--- config.mk ---
export PLATFORM = sky130hd
export DESIGN_NAME = uart_cmd_bridge
export DESIGN_NICKNAME = d
export VERILOG_FILES = /design/src/rtl/uart_cmd_bridge.sv
export SDC_FILE = /design/constraint.sdc
export NUM_CORES = 1
export LEC_CHECK = 0
export ABC_CLOCK_PERIOD_IN_PS = 2500
export CORE_UTILIZATION = 58
export CTS_BUF_LIST = sky130_fd_sc_hd__clkbuf_4 sky130_fd_sc_hd__clkbuf_8 sky130_fd_sc_hd__clkbuf_16
export CTS_CLUSTER_SIZE = 40
export DETAILED_ROUTE_END_ITERATION = 10
export PLACE_DENSITY = 0.8
export SLEW_MARGIN = 20
export SYNTH_ARGS = -nofsm -noshare
export SYNTH_HDL_FRONTEND = slang
export SYNTH_SLANG_ARGS = --single-unit
export TNS_END_PERCENT = 100
--- constraint.sdc ---
create_clock -name clk -period 2.5 [get_ports clk]
set_clock_uncertainty 0.05 [all_clocks]
set_input_delay 0.375 -clock clk [delete_from_list [all_inputs] [get_ports clk]]
set_output_delay 0.375 -clock clk [all_outputs]
set_load 0.05 [all_outputs]
--- src/rtl/uart_cmd_bridge.sv ---
`default_nettype none
// ============================================================================
// Module   : uart_cmd_bridge
// Function : Host-side 8N1 UART front end. Pairs received bytes into 16-bit
//            commands (high byte first) and serialises 8-bit responses.
// Revision : 1.0 - initial release
// ============================================================================
module uart_cmd_bridge #(
  parameter int BAUD_DIV = 868,
  parameter int TMO_BITS = 20
) (
  input  logic        clk,
  input  logic        rst,
  input  logic        RX,
  output logic        TX,
  output logic [15:0] cmd,
  output logic        cmd_rdy,
  input  logic        clr_cmd_rdy,
  input  logic [7:0]  resp,
  input  logic        send_resp,
  output logic        resp_sent,
  output logic        tx_busy,
  output logic        frame_err,
  output logic        overrun
);

  localparam int TW      = $clog2(BAUD_DIV);
  localparam int TMO_CYC = TMO_BITS * BAUD_DIV;
  localparam int MW      = $clog2(TMO_CYC);

  localparam logic [TW-1:0] BIT_LAST  = TW'(BAUD_DIV - 1);
  localparam logic [TW-1:0] HALF_LAST = TW'(BAUD_DIV / 2 - 1);
  localparam logic [MW-1:0] TMO_LAST  = MW'(TMO_CYC - 1);

  typedef enum logic [1:0] {RX_IDLE, RX_START, RX_DATA, RX_STOP} rx_state_t;
  typedef enum logic [1:0] {TX_IDLE, TX_START, TX_DATA, TX_STOP} tx_state_t;
  typedef enum logic [0:0] {WAIT_HI, WAIT_LO} asm_state_t;

  logic            rx_meta, rx_sync;
  rx_state_t       rx_state;
  logic [TW-1:0]   rx_timer;
  logic [2:0]      rx_bits;
  logic [7:0]      rx_shift;
  logic            stop_sample, byte_done, stop_bad;

  asm_state_t      asm_state;
  logic [7:0]      hold_hi;
  logic [MW-1:0]   tmo_cnt;

  tx_state_t       tx_state;
  logic [TW-1:0]   tx_timer;
  logic [2:0]      tx_bits;
  logic [7:0]      tx_shift;

  // Two-flop synchroniser for the asynchronous RX line, preset to idle-high
  always_ff @(posedge clk) begin
    if (rst) begin
      rx_meta <= 1'b1;
      rx_sync <= 1'b1;
    end else begin
      rx_meta <= RX;
      rx_sync <= rx_meta;
    end
  end

  // Receive FSM: mid-bit sampling of start, eight data bits (LSB first) and stop
  always_ff @(posedge clk) begin
    if (rst) begin
      rx_state  <= RX_IDLE;
      rx_timer  <= '0;
      rx_bits   <= '0;
      rx_shift  <= '0;
      frame_err <= 1'b0;
    end else begin
      frame_err <= 1'b0;
      case (rx_state)
        RX_IDLE: begin
          rx_timer <= '0;
          if (!rx_sync) rx_state <= RX_START;
        end
        RX_START: begin
          if (rx_timer == HALF_LAST) begin
            rx_timer <= '0;
            rx_bits  <= '0;
            // A line back high at mid-start is a glitch, not a frame
            rx_state <= rx_sync ? RX_IDLE : RX_DATA;
          end else begin
            rx_timer <= rx_timer + 1'b1;
          end
        end
        RX_DATA: begin
          if (rx_timer == BIT_LAST) begin
            rx_timer <= '0;
            rx_shift <= {rx_sync, rx_shift[7:1]};
            if (rx_bits == 3'd7) rx_state <= RX_STOP;
            else                 rx_bits  <= rx_bits + 1'b1;
          end else begin
            rx_timer <= rx_timer + 1'b1;
          end
        end
        RX_STOP: begin
          if (rx_timer == BIT_LAST) begin
            rx_timer  <= '0;
            frame_err <= ~rx_sync;
            rx_state  <= RX_IDLE;
          end else begin
            rx_timer <= rx_timer + 1'b1;
          end
        end
        default: rx_state <= RX_IDLE;
      endcase
    end
  end

  // The stop-bit sample cycle decides whether rx_shift is a valid byte
  assign stop_sample = (rx_state == RX_STOP) && (rx_timer == BIT_LAST);
  assign byte_done   = stop_sample &  rx_sync;
  assign stop_bad    = stop_sample & ~rx_sync;

  // Command assembler: pairs bytes, times out a lonely high byte, guards cmd while held
  always_ff @(posedge clk) begin
    if (rst) begin
      asm_state <= WAIT_HI;
      hold_hi   <= '0;
      tmo_cnt   <= '0;
      cmd       <= '0;
      cmd_rdy   <= 1'b0;
      overrun   <= 1'b0;
    end else begin
      overrun <= 1'b0;
      if (clr_cmd_rdy && cmd_rdy) cmd_rdy <= 1'b0;
      if (stop_bad) begin
        asm_state <= WAIT_HI;
        hold_hi   <= '0;
      end else if (byte_done && cmd_rdy) begin
        // Consumer has not taken the previous command: drop this byte
        overrun <= 1'b1;
      end else if (byte_done) begin
        if (asm_state == WAIT_HI) begin
          hold_hi   <= rx_shift;
          tmo_cnt   <= '0;
          asm_state <= WAIT_LO;
        end else begin
          cmd       <= {hold_hi, rx_shift};
          cmd_rdy   <= 1'b1;
          asm_state <= WAIT_HI;
        end
      end else if (asm_state == WAIT_LO) begin
        if (tmo_cnt == TMO_LAST) begin
          asm_state <= WAIT_HI;
          hold_hi   <= '0;
        end else begin
          tmo_cnt <= tmo_cnt + 1'b1;
        end
      end
    end
  end

  // Transmit FSM: registered TX line, one start, eight data (LSB first), one stop
  always_ff @(posedge clk) begin
    if (rst) begin
      tx_state  <= TX_IDLE;
      tx_timer  <= '0;
      tx_bits   <= '0;
      tx_shift  <= '0;
      TX        <= 1'b1;
      tx_busy   <= 1'b0;
      resp_sent <= 1'b0;
    end else begin
      resp_sent <= 1'b0;
      case (tx_state)
        TX_IDLE: begin
          tx_timer <= '0;
          if (send_resp) begin
            tx_shift <= resp;
            TX       <= 1'b0;
            tx_busy  <= 1'b1;
            tx_state <= TX_START;
          end
        end
        TX_START: begin
          if (tx_timer == BIT_LAST) begin
            tx_timer <= '0;
            tx_bits  <= '0;
            TX       <= tx_shift[0];
            tx_shift <= {1'b0, tx_shift[7:1]};
            tx_state <= TX_DATA;
          end else begin
            tx_timer <= tx_timer + 1'b1;
          end
        end
        TX_DATA: begin
          if (tx_timer == BIT_LAST) begin
            tx_timer <= '0;
            if (tx_bits == 3'd7) begin
              TX       <= 1'b1;
              tx_state <= TX_STOP;
            end else begin
              TX       <= tx_shift[0];
              tx_shift <= {1'b0, tx_shift[7:1]};
              tx_bits  <= tx_bits + 1'b1;
            end
          end else begin
            tx_timer <= tx_timer + 1'b1;
          end
        end
        TX_STOP: begin
          if (tx_timer == BIT_LAST) begin
            tx_timer  <= '0;
            resp_sent <= 1'b1;
            tx_busy   <= 1'b0;
            tx_state  <= TX_IDLE;
          end else begin
            tx_timer <= tx_timer + 1'b1;
          end
        end
        default: tx_state <= TX_IDLE;
      endcase
    end
  end

endmodule
`default_nettype wire

==> impl_results.md, run 1 <==
* Status: finished, final reports clean
* Clock Latency Late Sink at 370 ps
* Hold Path Origin: rx_meta
* Number of buffers on the longest clock path at 2
* Warnings, synthesis at 0
* Synth top area share at 43.43%
* DR vias/cell at 5.866
* Antenna cell count at 0
* Most frequent cells in the layout: 94 x dfxtp_1, 74 x nand2_1, 42 x nor2_1
* Synth area leader: dfxtp_1
* Synth cell types at 65
* Average cell area after synthesis at 8.989 µm²
* Final Cycle Share at 93.70%
* Placed insts at 604
* Row Count at 31
* Hold Path Cell Cnt at 1
* # H-tree levels at 3
* GRT overflow at 0
* Final HPWL DP at 6.542 mm
* Max Clk Rate at 0.4269 GHz
* Critical path arrival at 2580 ps
* DR WL/cell at 14.92 µm
* Reg2reg start: tmo_cnt[4]
* CTS Buf Count at 9
* Mapped cell area at 4333 µm²
* GRT Util Overall at 25.16%
* Reg2reg setup slack at 160 ps
* Maxcap violations at 0
* GP Congestion at 0.8808
* Cells after Synth at 482
* Worst Path Max Fanout at 10
* Setup TNS at 0 ps
* Core area at 7253 µm²
* Leakage at 0.001724 µW
* Number of synthesized register bits at 94
* Post-synthesis sequential area ratio at 43.43%
* Layout cell share with drive strength beyond 1 at 10.34%
* First-pass GRT wire length at 15.32 mm
* Hold Path Sink: rx_sync
* Final hold vios at 0
* Vias in the first global route at 3432
* Area delta synth->final at 14.99%
* Rel. slew slack at 65.47%
* Routed Antenna Nets at 0
* Final cell count without fillers at 621
* Clock root buffer: clkbuf_8
* Ys async rst share at 0%
* Die area at 7820 µm²
* Post-synth top flop: dfxtp_1
* Startpoint Class: register
* Worst-Margin Slew at 516.3 ps
* Initial DRC count at 211
* Routed wire length at 9.268 mm
* CTS Hold Bufs at 0
* CTS tree: done
* Placement Cell Area at 4778 µm²
* # clock sinks at 94
* Post-route cell area at 4982 µm²
* Final setup violating endpoints at 0
* Worst Hold Class: register to register
* Io pins at 35
* Initial Util at 59.74%
* Period minus WS final at 2342 ps
* Antenna violations before repair at 0
* Syn nets at 508
* Most common cell after layout, fill and taps aside: dfxtp_1
* Final nets at 543
* Worst reg2reg path depth at 5
* First-pass iteration count of the detailed router at 5
* Reg-to-reg endpoint: tmo_cnt[4]
* Crit path capture type: register
* DR DRC count at 0
* Clock Pin Slew Worst Setup and Hold Paths at 100 ps
* Die height at 88.43 µm
* Critical path class: register to register
* Post-synth EDFFs at 0
* Total vias in the final route at 3643
* Die width at 88.43 µm
* Top post-synthesis cells by area: dfxtp_1 43%, nand2_1 6.4%, a21oi_1 4.6%, ha_1 3.8%, nor2_1 3.6%
* Largest net degree at the start of global routing at 44
* Crit path required time at 2740 ps
* # port buffers at 34
* Pwr/cell area at 699.1 nW/µm²
* Max-slew violation count at 0
* Worst vdd ir at 0.9520 mV
-- registers in the layout (all words and copies together), names as in the netlist, named ones only --
name       cells
rx_sync        1
tx_timer      10
rx_meta        1
tx_bits        3
TX             1
rx_timer      10
tx_state       2
tx_busy        1
rx_state       1
frame_err      1
rx_bits        3
tx_shift       8
resp_sent      1
hold_hi        8
cmd_rdy        1
asm_state      1
tmo_cnt       15
cmd           16
rx_shift       8
overrun        1
-- power by group --
part / internal, µW / switching (µW) / total (µW)
clock network: 467 / 549 / 1020
logic: 336 / 434 / 770
registers: 1610 / 83.6 / 1700
total: 2420 / 1070 / 3480
-- cell usage after synthesis (3+ instances only) --
library cell	count
a311oi_2	5
xnor2_1	10
a22o_1	8
a21oi_1	40
nor2_1	42
clkbuf_1	14
nand2b_1	5
nand2_1	74
inv_1	11
or3_1	7
nand4b_1	3
buf_2	5
mux2i_1	9
ha_1	13
nor3b_1	4
nor4_1	5
a2111oi_0	3
a211oi_1	9
a21o_1	3
nand4_1	10
o21ai_0	7
xor2_1	7
dfxtp_1	94
or2_2	6
nand3_1	19
and3_1	7
nor3_1	6
o32ai_1	3
-- critical path, cell delays in order (launching register included) --
cell and delay, ps:
dfxtp_1 380, or4b_4 580, o41ai_4 440, or2_1 410, nand2_8 140, a311oi_2 260
-- area by class of cell --
type / instances / area, µm²
fillers: 596 / 2271
repair buffers: 46 / 425.4
multi-input cells: 355 / 2313
flip-flops and latches: 94 / 1882
clock inverters: 7 / 72.57
well taps: 99 / 123.9
clock buffers: 9 / 123.9
inverters: 11 / 41.29
-- per-stage QoR --
step	setup slack [ps]	total power [µW]	util [%]	hold WS, ps
floorplan	446.1	2311	-	339.5
global placement	242.5	2459	65.88	347.0
detailed placement	179.7	2497	65.88	350.1
CTS	173.6	3508	68.59	371.1
global route	-17.05	3652	68.69	385.0
finish	157.5	3483	68.69	369.7
-- worst max path at each step --
stage / cells after the start / end / start
after global routing: 7 / hold_hi[3] / rx_timer[0]
after detailed placement: 5 / tmo_cnt[4] / tmo_cnt[4]
after CTS: 5 / tmo_cnt[4] / tmo_cnt[4]
after global placement: 5 / tmo_cnt[14] / tmo_cnt[4]
after floorplan: 7 / tx_shift[5] / tx_timer[0]
final: 5 / tmo_cnt[4] / tmo_cnt[4]
-- layer usage --
metal  wire length [µm]  GRT usage [%]
met1               4055          29.89
met2               4667          43.92
met3                426          6.157
met4                119          9.531
met5                  0              0
-- cell families after synthesis --
logic type | synth area share (%)
xor+xnor | 3.436
fa+ha+maj | 3.754
mux | 2.599
buf+inv | 3.176
flops | 43.43
simple gates | 27.00
compound gates | 16.60
-- timing repair --
action	4_1_cts	5_1_grt
resized for setup	0	0
setup buffers	0	1
endpoints found under the setup margin	0	1
(Power assumes the default switching activity.)
==> inputs of run 2 (changes only) <==
--- a/config.mk
+++ b/config.mk
@@ -6,11 +6,13 @@
 export NUM_CORES = 1
 export LEC_CHECK = 0
 export ABC_CLOCK_PERIOD_IN_PS = 2500
-export CORE_UTILIZATION = 58
+export CELL_PAD_IN_SITES_DETAIL_PLACEMENT = 1
+export CELL_PAD_IN_SITES_GLOBAL_PLACEMENT = 2
+export CORE_UTILIZATION = 36
 export CTS_BUF_LIST = sky130_fd_sc_hd__clkbuf_4 sky130_fd_sc_hd__clkbuf_8 sky130_fd_sc_hd__clkbuf_16
 export CTS_CLUSTER_SIZE = 40
 export DETAILED_ROUTE_END_ITERATION = 10
-export PLACE_DENSITY = 0.8
+export PLACE_DENSITY_LB_ADDON = 0.1
 export SLEW_MARGIN = 20
 export SYNTH_ARGS = -nofsm -noshare
 export SYNTH_HDL_FRONTEND = slang
==> impl_results.md, run 2 (synthesis results as in run 1) <==
* Status: finished, final reports clean
* # H-tree levels at 3
* Most common cell after layout, fill and taps aside: dfxtp_1
* RSZ-0062 raised after global routing: false
* Final setup violating endpoints at 0
* GP Congestion at 0.7630
* Max reg flops at 16
* Filler cell count at 1345
* Core area at 11560 µm²
* CTS Hold Bufs at 0
* Max-slew violation count at 0
* First-pass iteration count of the detailed router at 4
* Initial Util at 37.47%
* Reg area at 1882 µm²
* Slowest CP cell: or4b_4
* Final nets at 549
* Vias in the first global route at 3681
* GRT Util Overall at 18.75%
* Footprint of the multi-input gates at 2313 µm²
* Routed Antenna Nets at 0
* Largest net degree at the start of global routing at 68
* CTS Buf Count at 9
* Final HPWL DP at 7.437 mm
* Top Registers: cmd x16, tmo_cnt x15
* Worst-Margin Slew at 611.6 ps
* Final hold vios at 0
* Die height at 111.7 µm
* Critical path arrival at 2540 ps
* Top delay family on crit path: simple AND/OR/NAND/NOR gates
* Initial DRC count at 149
* Io pins at 35
* Rel. slew slack at 59.08%
* Crit path required time at 2710 ps
* Clock Latency Late Sink at 360 ps
* Startpoint Class: register
* Reg with most FFs: cmd
* Setup bufs post-CTS at 0
* Total vias in the final route at 3592
* DR DRC count at 0
* Period minus WS final at 2323 ps
* Clock root buffer: clkbuf_16
* Crit path capture type: register
* CP max stage delay at 580 ps
* First-pass GRT wire length at 18.57 mm
* DR WL/cell at 15.93 µm
* Worst Hold Class: register to register
* Setup TNS at 0 ps
* Max Clk Rate at 0.4304 GHz
* Layout cell share with drive strength beyond 1 at 11.36%
* Cell Chain, Critical Path: or4b_4, o41ai_4, or2_1, buf_4, nand2_8, a311oi_2
* # port buffers at 34
* Area delta synth->final at 20.96%
* DR vias/cell at 5.353
* Die width at 111.7 µm
* Most frequent cells in the layout: 94 x dfxtp_1, 74 x nand2_1, 42 x nor2_1
* GRT overflow at 0
* Row Count at 39
* Routed wire length at 10.69 mm
* Final Cycle Share at 92.93%
* Leakage at 0.001824 µW
* Antenna violations before repair at 0
* Maxcap violations at 0
* Resized cells post-CTS at 0
* Antenna cell count at 0
* Worst vdd ir at 0.7567 mV
* Worst Path Max Fanout at 10
* # clock sinks at 94
* CTS tree: done
* Die area at 12480 µm²
* Clock Pin Slew Worst Setup and Hold Paths at 70 ps
* Post-layout util at 45.32%
* Worst Path Buf+Inv at 1
* Critical path class: register to register
* Number of buffers on the longest clock path at 2
* Pwr/cell area at 772.7 nW/µm²
## run 2: where the power goes
group / total [µW] / switching [µW] / internal [µW]
sequential: 1700 / 86.0 / 1610
clock: 1530 / 616 / 911
combinational: 823 / 450 / 374
total: 4050 / 1150 / 2900
## run 2: final cells by class
class / count / area share [%]
Tap cell: 143 / 3.414
Clock buffer: 10 / 4.560
Clock inverter: 6 / 1.743
Sequential cell: 94 / 35.90
Multi-Input combinational cell: 355 / 44.14
Inverter: 11 / 0.7878
Timing Repair Buffer: 52 / 9.453
## run 2: metal layers
layer	GRT usage (%)	vias to the layer above	part of all wire (%)
li1	-	1812	-
met1	23.21	1735	47
met2	30.89	36	48
met3	5.661	9	3.1
met4	6.396	0	1.4
met5	0	-	0
## run 2: final timing paths
check | slack [ps] | end | cells past startpoint | startpoint
worst max-delay path | 180 | tmo_cnt[11] | 6 | tmo_cnt[4]
worst min-delay path | 370 | rx_sync | 1 | rx_meta
worst max register to register | 180 | tmo_cnt[11] | 6 | tmo_cnt[4]
worst min register to register | 370 | rx_sync | 1 | rx_meta
## run 2: worst reg2reg max path, delay by kind of cell (launching register included)
kind	cells	cell delay, ps
compound gates	2	790
buf+inv	1	190
flops	1	370
simple gates	3	850
## run 2: through the flow
stage	hold WS [ps]	total power, µW	area, µm²	setup WS (ps)	instances
2_1_floorplan	339.5	2311	4333	446.1	482
3_3_place_gp	352.2	2535	4911	265.6	655
3_5_place_dp	358.3	2566	4911	206.7	655
4_1_cts	379.0	4116	5241	167.2	671
5_1_grt	406.8	4272	5241	45.20	671
6_report	372.9	4050	5241	176.8	671
==> inputs of run 3 (changes only) <==
--- a/config.mk
+++ b/config.mk
@@ -13,6 +13,7 @@
 export CTS_CLUSTER_SIZE = 40
 export DETAILED_ROUTE_END_ITERATION = 10
 export PLACE_DENSITY_LB_ADDON = 0.1
+export SKIP_LAST_GASP = 1
 export SLEW_MARGIN = 20
 export SYNTH_ARGS = -nofsm -noshare
 export SYNTH_HDL_FRONTEND = slang
==> results of run 3 <==
The final DEF is identical to that of run 2; final timing and power are the same.
